`src/rtl/uart_tx_serializer_pkg.sv`:
```
// Shared encodings for the UART transmit serializer: FSM states and line levels.
package uart_tx_pkg;

  typedef enum logic [2:0] {
    ST_IDLE   = 3'd0,
    ST_START  = 3'd1,
    ST_DATA   = 3'd2,
    ST_PARITY = 3'd3,
    ST_STOP   = 3'd4
  } state_e;

  localparam logic LINE_IDLE = 1'b1;
  localparam logic START_LVL = 1'b0;

endpackage

```
`src/rtl/uart_tx_serializer_if.sv`:
```
// Host-side handshake and serial line of the UART transmit serializer.
interface uart_tx_serializer_if #(
  parameter int DATA_BITS = 8
) ();

  logic                 tx_start;
  logic [DATA_BITS-1:0] tx_data;
  logic                 parity_bit;
  logic                 load_data;
  logic                 tx;
  logic                 tx_busy;
  logic                 tx_done;

  modport master (
    output tx_start, tx_data, parity_bit,
    input  load_data, tx, tx_busy, tx_done
  );

  modport slave (
    input  tx_start, tx_data, parity_bit,
    output load_data, tx, tx_busy, tx_done
  );

endinterface

```
`src/rtl/uart_tx_serializer_bit_timer.sv`:
```
// Counts baud_tick pulses modulo TICKS_PER_BIT and flags the last tick of each serial bit.
module uart_tx_bit_timer
  import uart_tx_pkg::*;
#(
  parameter int TICKS_PER_BIT = 16
) (
  input  logic clk,
  input  logic rst_n,
  input  logic i_baud_tick,
  input  logic i_clr,
  output logic o_bit_end
);

  localparam int CW = (TICKS_PER_BIT > 1) ? $clog2(TICKS_PER_BIT) : 1;

  logic [CW-1:0] r_tick_cnt;
  logic          w_last;

  assign w_last    = (r_tick_cnt == CW'(TICKS_PER_BIT - 1));
  assign o_bit_end = i_baud_tick & w_last;

  // Clear wins over a coincident tick so the accept cycle never counts.
  always_ff @(posedge clk or negedge rst_n) begin
    if (!rst_n) begin
      r_tick_cnt <= '0;
    end else if (i_clr) begin
      r_tick_cnt <= '0;
    end else if (i_baud_tick) begin
      r_tick_cnt <= w_last ? '0 : r_tick_cnt + 1'b1;
    end
  end

endmodule

```
`src/rtl/uart_tx_serializer.sv`:
```
// UART frame serializer: start, LSB-first data, optional parity, stop bits on a registered tx.
// Parity slot is built only when UART_TX_PARITY_EN is defined (8E1); otherwise frames are 8N1.
module uart_tx_serializer
  import uart_tx_pkg::*;
#(
  parameter int DATA_BITS     = 8,
  parameter int TICKS_PER_BIT = 16,
  parameter int STOP_BITS     = 1
) (
  input  logic                  clk,
  input  logic                  rst_n,
  input  logic                  baud_tick,
  uart_tx_serializer_if.slave   bus
);

  localparam int BCW = $clog2(DATA_BITS) + 1;

  state_e               r_state;
  logic [DATA_BITS-1:0] r_shift;
  logic [BCW-1:0]       r_bit_cnt;
  logic                 r_tx;
  logic                 r_busy;
  logic                 r_done;
  logic [DATA_BITS-1:0] w_shift_nxt;
  logic                 w_accept;
  logic                 w_bit_end;
  logic                 w_last_data;
  logic                 w_last_stop;
`ifdef UART_TX_PARITY_EN
  logic                 r_parity;
`else
  logic                 w_unused_parity;
  assign w_unused_parity = bus.parity_bit;
`endif

  assign w_accept    = bus.tx_start & (r_state == ST_IDLE);
  assign w_shift_nxt = r_shift >> 1;
  assign w_last_data = (r_bit_cnt == BCW'(DATA_BITS - 1));
  assign w_last_stop = (r_bit_cnt == BCW'(STOP_BITS - 1));

  assign bus.load_data = w_accept;
  assign bus.tx        = r_tx;
  assign bus.tx_busy   = r_busy;
  assign bus.tx_done   = r_done;

  uart_tx_bit_timer #(
    .TICKS_PER_BIT (TICKS_PER_BIT)
  ) u_bit_timer (
    .clk         (clk),
    .rst_n       (rst_n),
    .i_baud_tick (baud_tick),
    .i_clr       (w_accept),
    .o_bit_end   (w_bit_end)
  );

  // r_bit_cnt indexes data bits in DATA and stop bits in STOP.
  always_ff @(posedge clk or negedge rst_n) begin
    if (!rst_n) begin
      r_state   <= ST_IDLE;
      r_shift   <= '0;
      r_bit_cnt <= '0;
      r_tx      <= LINE_IDLE;
      r_busy    <= 1'b0;
      r_done    <= 1'b0;
`ifdef UART_TX_PARITY_EN
      r_parity  <= 1'b0;
`endif
    end else begin
      r_done <= 1'b0;
      case (r_state)
        ST_IDLE: begin
          if (w_accept) begin
            r_state   <= ST_START;
            r_shift   <= bus.tx_data;
            r_bit_cnt <= '0;
            r_tx      <= START_LVL;
            r_busy    <= 1'b1;
`ifdef UART_TX_PARITY_EN
            r_parity  <= bus.parity_bit;
`endif
          end
        end
        ST_START: begin
          if (w_bit_end) begin
            r_state <= ST_DATA;
            r_tx    <= r_shift[0];
          end
        end
        ST_DATA: begin
          if (w_bit_end) begin
            r_shift <= w_shift_nxt;
            if (w_last_data) begin
              r_bit_cnt <= '0;
`ifdef UART_TX_PARITY_EN
              r_state   <= ST_PARITY;
              r_tx      <= r_parity;
`else
              r_state   <= ST_STOP;
              r_tx      <= LINE_IDLE;
`endif
            end else begin
              r_bit_cnt <= r_bit_cnt + 1'b1;
              r_tx      <= w_shift_nxt[0];
            end
          end
        end
        ST_PARITY: begin
          if (w_bit_end) begin
            r_state <= ST_STOP;
            r_tx    <= LINE_IDLE;
          end
        end
        ST_STOP: begin
          if (w_bit_end) begin
            if (w_last_stop) begin
              r_state   <= ST_IDLE;
              r_bit_cnt <= '0;
              r_busy    <= 1'b0;
              r_done    <= 1'b1;
            end else begin
              r_bit_cnt <= r_bit_cnt + 1'b1;
            end
          end
        end
        default: begin
          r_state <= ST_IDLE;
          r_tx    <= LINE_IDLE;
          r_busy  <= 1'b0;
        end
      endcase
    end
  end

endmodule
```
`src/flat_wrapper.sv`:
```
// flat-port wrapper written by rule: the top's interface ports become plain ports
module uart_tx_serializer_flat import uart_tx_pkg::*;
#(
  parameter int DATA_BITS     = 8,
  parameter int TICKS_PER_BIT = 16,
  parameter int STOP_BITS     = 1
)
  (clk, rst_n, baud_tick, bus_tx_start, bus_tx_data, bus_parity_bit, bus_load_data, bus_tx, bus_tx_busy, bus_tx_done);
  uart_tx_serializer_if #(.DATA_BITS(DATA_BITS)) bus_i ();
  input  logic clk;
  input  logic rst_n;
  input  logic baud_tick;
  input wire logic [$bits(bus_i.tx_start)-1:0] bus_tx_start;
  input wire logic [$bits(bus_i.tx_data)-1:0] bus_tx_data;
  input wire logic [$bits(bus_i.parity_bit)-1:0] bus_parity_bit;
  output wire logic [$bits(bus_i.load_data)-1:0] bus_load_data;
  output wire logic [$bits(bus_i.tx)-1:0] bus_tx;
  output wire logic [$bits(bus_i.tx_busy)-1:0] bus_tx_busy;
  output wire logic [$bits(bus_i.tx_done)-1:0] bus_tx_done;
  assign bus_i.tx_start = bus_tx_start;
  assign bus_i.tx_data = bus_tx_data;
  assign bus_i.parity_bit = bus_parity_bit;
  assign bus_load_data = bus_i.load_data;
  assign bus_tx = bus_i.tx;
  assign bus_tx_busy = bus_i.tx_busy;
  assign bus_tx_done = bus_i.tx_done;
  uart_tx_serializer #(.DATA_BITS(DATA_BITS), .TICKS_PER_BIT(TICKS_PER_BIT), .STOP_BITS(STOP_BITS)) u_core (.clk(clk), .rst_n(rst_n), .baud_tick(baud_tick), .bus(bus_i));
endmodule
```
`config.mk`:
```
export PLATFORM = sky130hd
export DESIGN_NAME = uart_tx_serializer_flat
export DESIGN_NICKNAME = d
export VERILOG_FILES = /design/src/rtl/uart_tx_serializer_pkg.sv /design/src/rtl/uart_tx_serializer_if.sv /design/src/rtl/uart_tx_serializer_bit_timer.sv /design/src/rtl/uart_tx_serializer.sv /design/src/flat_wrapper.sv
export SDC_FILE = /design/constraint.sdc
export NUM_CORES = 1
export LEC_CHECK = 0
export ABC_AREA = 1
export BUFFER_PORTS_ARGS = -buffer_cell sky130_fd_sc_hd__buf_2
export CORE_ASPECT_RATIO = 0.75
export CORE_MARGIN = 8
export CORE_UTILIZATION = 45
export DETAILED_ROUTE_END_ITERATION = 10
export GPL_TIMING_DRIVEN = 0
export PLACE_DENSITY = 0.67
export SYNTH_ARGS = -nofsm -noshare
export SYNTH_HDL_FRONTEND = slang
export SYNTH_HIERARCHICAL = 1
export SYNTH_SLANG_ARGS = --single-unit
```
`constraint.sdc`:
```
create_clock -name clk -period 1.6 [get_ports clk]
set_input_delay 0 -clock clk [delete_from_list [all_inputs] [get_ports clk]]
set_output_delay 0 -clock clk [all_outputs]
set_load 0.1 [all_outputs]
```
==> flow_summary.ini <==
[worst_setup_path]
crit_top_cell = nand2_1
path_cells = ha_4, nand3_4, nor2_4, inv_1, nand3_1, nand2_2, inv_4, nand3_2, nand2_1, nand2_1
critPathLaunchType = flop
max_stage_delay_ps = 440
slowest_stage = dfrtp_1
crit_arrival_ps = 1680
reg2reg_from = u_core/u_bit_timer/r_tick_cnt[1]$_DFFE_PN0P_
cp_data_required_time_ps = 1750
crit_path_end_kind = flop
worstPathMaxFanout = 4
path_class = flop to flop
cp-startpoint = u_core/u_bit_timer/r_tick_cnt[1]$_DFFE_PN0P_

[detailed_routing]
drtPass1Iterations = 4
num_vias = 1109
routed_wirelength_mm = 2.74
drc = 0
avgRoutedWirePerCell_um = 12.3
ant_nets = 0
via_per_inst = 4.97
drt_first_iter_violations = 116

[sta]
setup_viol_count_final = 0
clock_skew_ps = 3.50
slew-limit-headroom = 0.680
period_share = 0.956
hold_slack_ps = 3.58
fmax_mhz = 653
fin_crit_ps = 1530
maxSlewViolCount = 0
hold_viol = 0
worst_pin_slew_ps = 479

[finish]
design_area_sq_um = 1600
area_growth_pct = 26.3
final_util = 0.607
final_cells = 223
drive_above_1_share = 0.310
diodes = 0
final_nets = 204

[floorplan]
dieHeight_um = 62.0
io_pins = 17
core_area_sq_um = 2640
row_count = 16
dieWidth_um = 77.3
start_util = 0.480
dieArea_sq_um = 4790

[global_route]
gr-total-overflow = 0
antenna_found_initial = 0
grt_max_degree = 23
grt_usage = 0.121
grt_pass1_vias = 1061
grt_pass1_wl_mm = 4.59

[clocking]
cts-buffers-inserted = 3
clock-root-buffer = clkbuf_8
cts.sinks = 22
cts_tree = built
clk_transition_reported_paths_ps = 80
insertion_delay_ps = 260
htree_levels = 1
clockBufferDepth = 2

[logic_synthesis]
synth.distinct_cells = 29
avgSynthCellArea_sq_um = 8.08
yosysSeqAreaShare = 0.435
ys_ff_latch = 22
synth_warnings = 6
netlist_area_sq_um = 1270
syn_inst = 157
syn-num-nets = 173

[placement]
port_buffers = 15
dpl.hpwl_mm = 1.98
dp.cells = 208
dpl-instance-area_sq_um = 1400
gp_congestion = 0.827

[status]
outcome = complete, no violations

[pwr]
switching_share = 0.457
clkPwrFrac = 0.146
p_seq_frac = 0.351
leakagePower_nw = 0.786
p_int_mw = 1.46
powerDensity_nw_per_um2 = 1680
combPwrFrac = 0.503
switchingPower_mw = 1.23
irDropWorstVdd_mv = 0.691

[run]
maxCapViolCount = 0

[worst_hold_path]
hp-start = bus_tx_data[3]
hold_path.class = input port to flop
## cell usage after synthesis
cell type	instances	area (sq um)
xor2_1	2	17.5
a21oi_1	3	15.0
a22o_1	1	8.76
o21ai_0	12	60.1
nand2_2	3	18.8
dfrtp_1	21	526
ha_1	3	37.5
o21ai_1	4	20.0
o211ai_1	4	30.0
nand4_1	3	18.8
nor3_1	2	10.0
buf_6	1	11.3
o21a_1	1	7.51
inv_2	3	11.3
nand2_1	39	146
and3_1	1	6.26
o21ai_2	1	8.76
nand2_4	2	22.5
o211ai_2	1	12.5
a21oi_2	1	8.76
inv_1	19	71.3
nor2_2	4	25.0
nand3_1	11	55.1
dfstp_2	1	26.3
nor2_1	7	26.3
nand3_2	3	30.0
nor2_4	2	22.5
buf_4	1	7.51
nor3b_1	1	7.51
## routing by layer
metal / vias up / wire length (um) / global-route usage
li1: 570 / - / -
met1: 506 / 1310 / 0.148
met2: 31 / 1240 / 0.209
met3: 2 / 192 / 0.0374
met4: 0 / 10 / 0.0241
met5: - / 0 / 0
## metrics by stage
| stage | power [mW] | TNS [ps] | worst slack [ps] |
|---|---|---|---|
| after floorplan | 1.89 | -71.3 | -25.3 |
| after global placement | 2.09 | -1480 | -207 |
| after detailed placement | 2.14 | -1450 | -204 |
| after CTS | 2.58 | 0 | 9.54 |
| after global routing | 2.91 | -78.8 | -27.9 |
| final | 2.69 | 0 | 69.7 |
## registers in the layout (all words and copies together), names as in the netlist
signal                         count
u_core/r_shift                     8
u_core/bus.tx_done                 1
u_core/r_state                     3
u_core/r_bit_cnt                   4
u_core/u_bit_timer/r_tick_cnt      4
u_core/bus.tx_busy                 1
u_core/bus.tx                      1
## power groups by stage
stage          registers [mW]  clock network [mW]  logic, mW
3_3_place_gp            0.924                   0       1.17
6_report                0.946               0.394       1.35
2_1_floorplan            1.08                   0      0.813
4_1_cts                 0.920               0.408       1.25
5_1_grt                 0.979               0.426       1.51
3_5_place_dp            0.936                   0       1.20
## cells in the final DEF, fill, tap and decap left out, types with 4 or more instances in the layout
master	instances
dfrtp_1	20
nor2_4	5
buf_4	8
nor2_1	4
o21ai_0	12
inv_1	17
dlygate4sd3_1	4
o21ai_1	4
nand2_1	38
buf_2	14
clkbuf_8	4
nand3_1	11
nor2_2	4
nand2_2	4
o211ai_1	4
## cell families after synthesis
family | after synthesis | share of synthesized area
and+or+nand+nor | 78 | 0.307
AOI/OAI and AO/OA | 28 | 0.135
buffers and inverters | 24 | 0.0799
DFF | 22 | 0.435
adders and majority gates | 3 | 0.0296
xor gates and xnor gates | 2 | 0.0138
## worst paths after layout
| kind | slack (ps) | endpoint | cells after the start |
|---|---|---|---|
| max | 70 | u_core/r_state[0]$_DFFE_PN0P_ | 10 |
| min | 4 | u_core/r_shift[3]$_DFFE_PN0P_ | 3 |
| max reg2reg | 70 | u_core/r_state[0]$_DFFE_PN0P_ | 10 |
| min reg2reg | 470 | u_core/bus.tx$_DFFE_PN1P_ | 2 |
| max in group asynchronous | 1020 | u_core/r_state[1]$_DFFE_PN0P_ | 2 |
| min in group asynchronous | 230 | u_core/r_shift[0]$_DFFE_PN0P_ | 2 |
## layout make-up
type,instances,area (sq um)
Buffer,2,18.8
Clock buffer,4,55.1
Fill cell,251,1040
Inverter,22,88.8
Multi-Input combinational cell,111,664
Sequential cell,22,553
Tap cell,36,45.0
Timing Repair Buffer,26,178
## worst max-delay path: cells and delay by family, from the launching register on
family / cells / cell delay [ps]
AND/OR/NAND/NOR: 7 / 630
flip-flops: 1 / 440
adder cells (fa/ha/maj): 1 / 190
buffers and inverters: 2 / 170
## timing repair
action | in CTS | in global routing
gates cloned | 0 | 0
setup buffers | 1 | 6
resized for setup | 5 | 10
setup endpoints to repair | 11 | 13
hold buffers | 4 | 0
hold endpoints to repair | 24 | 0
pin swaps | 0 | 3
No activity file was read; power rests on OpenSTA's default activity.
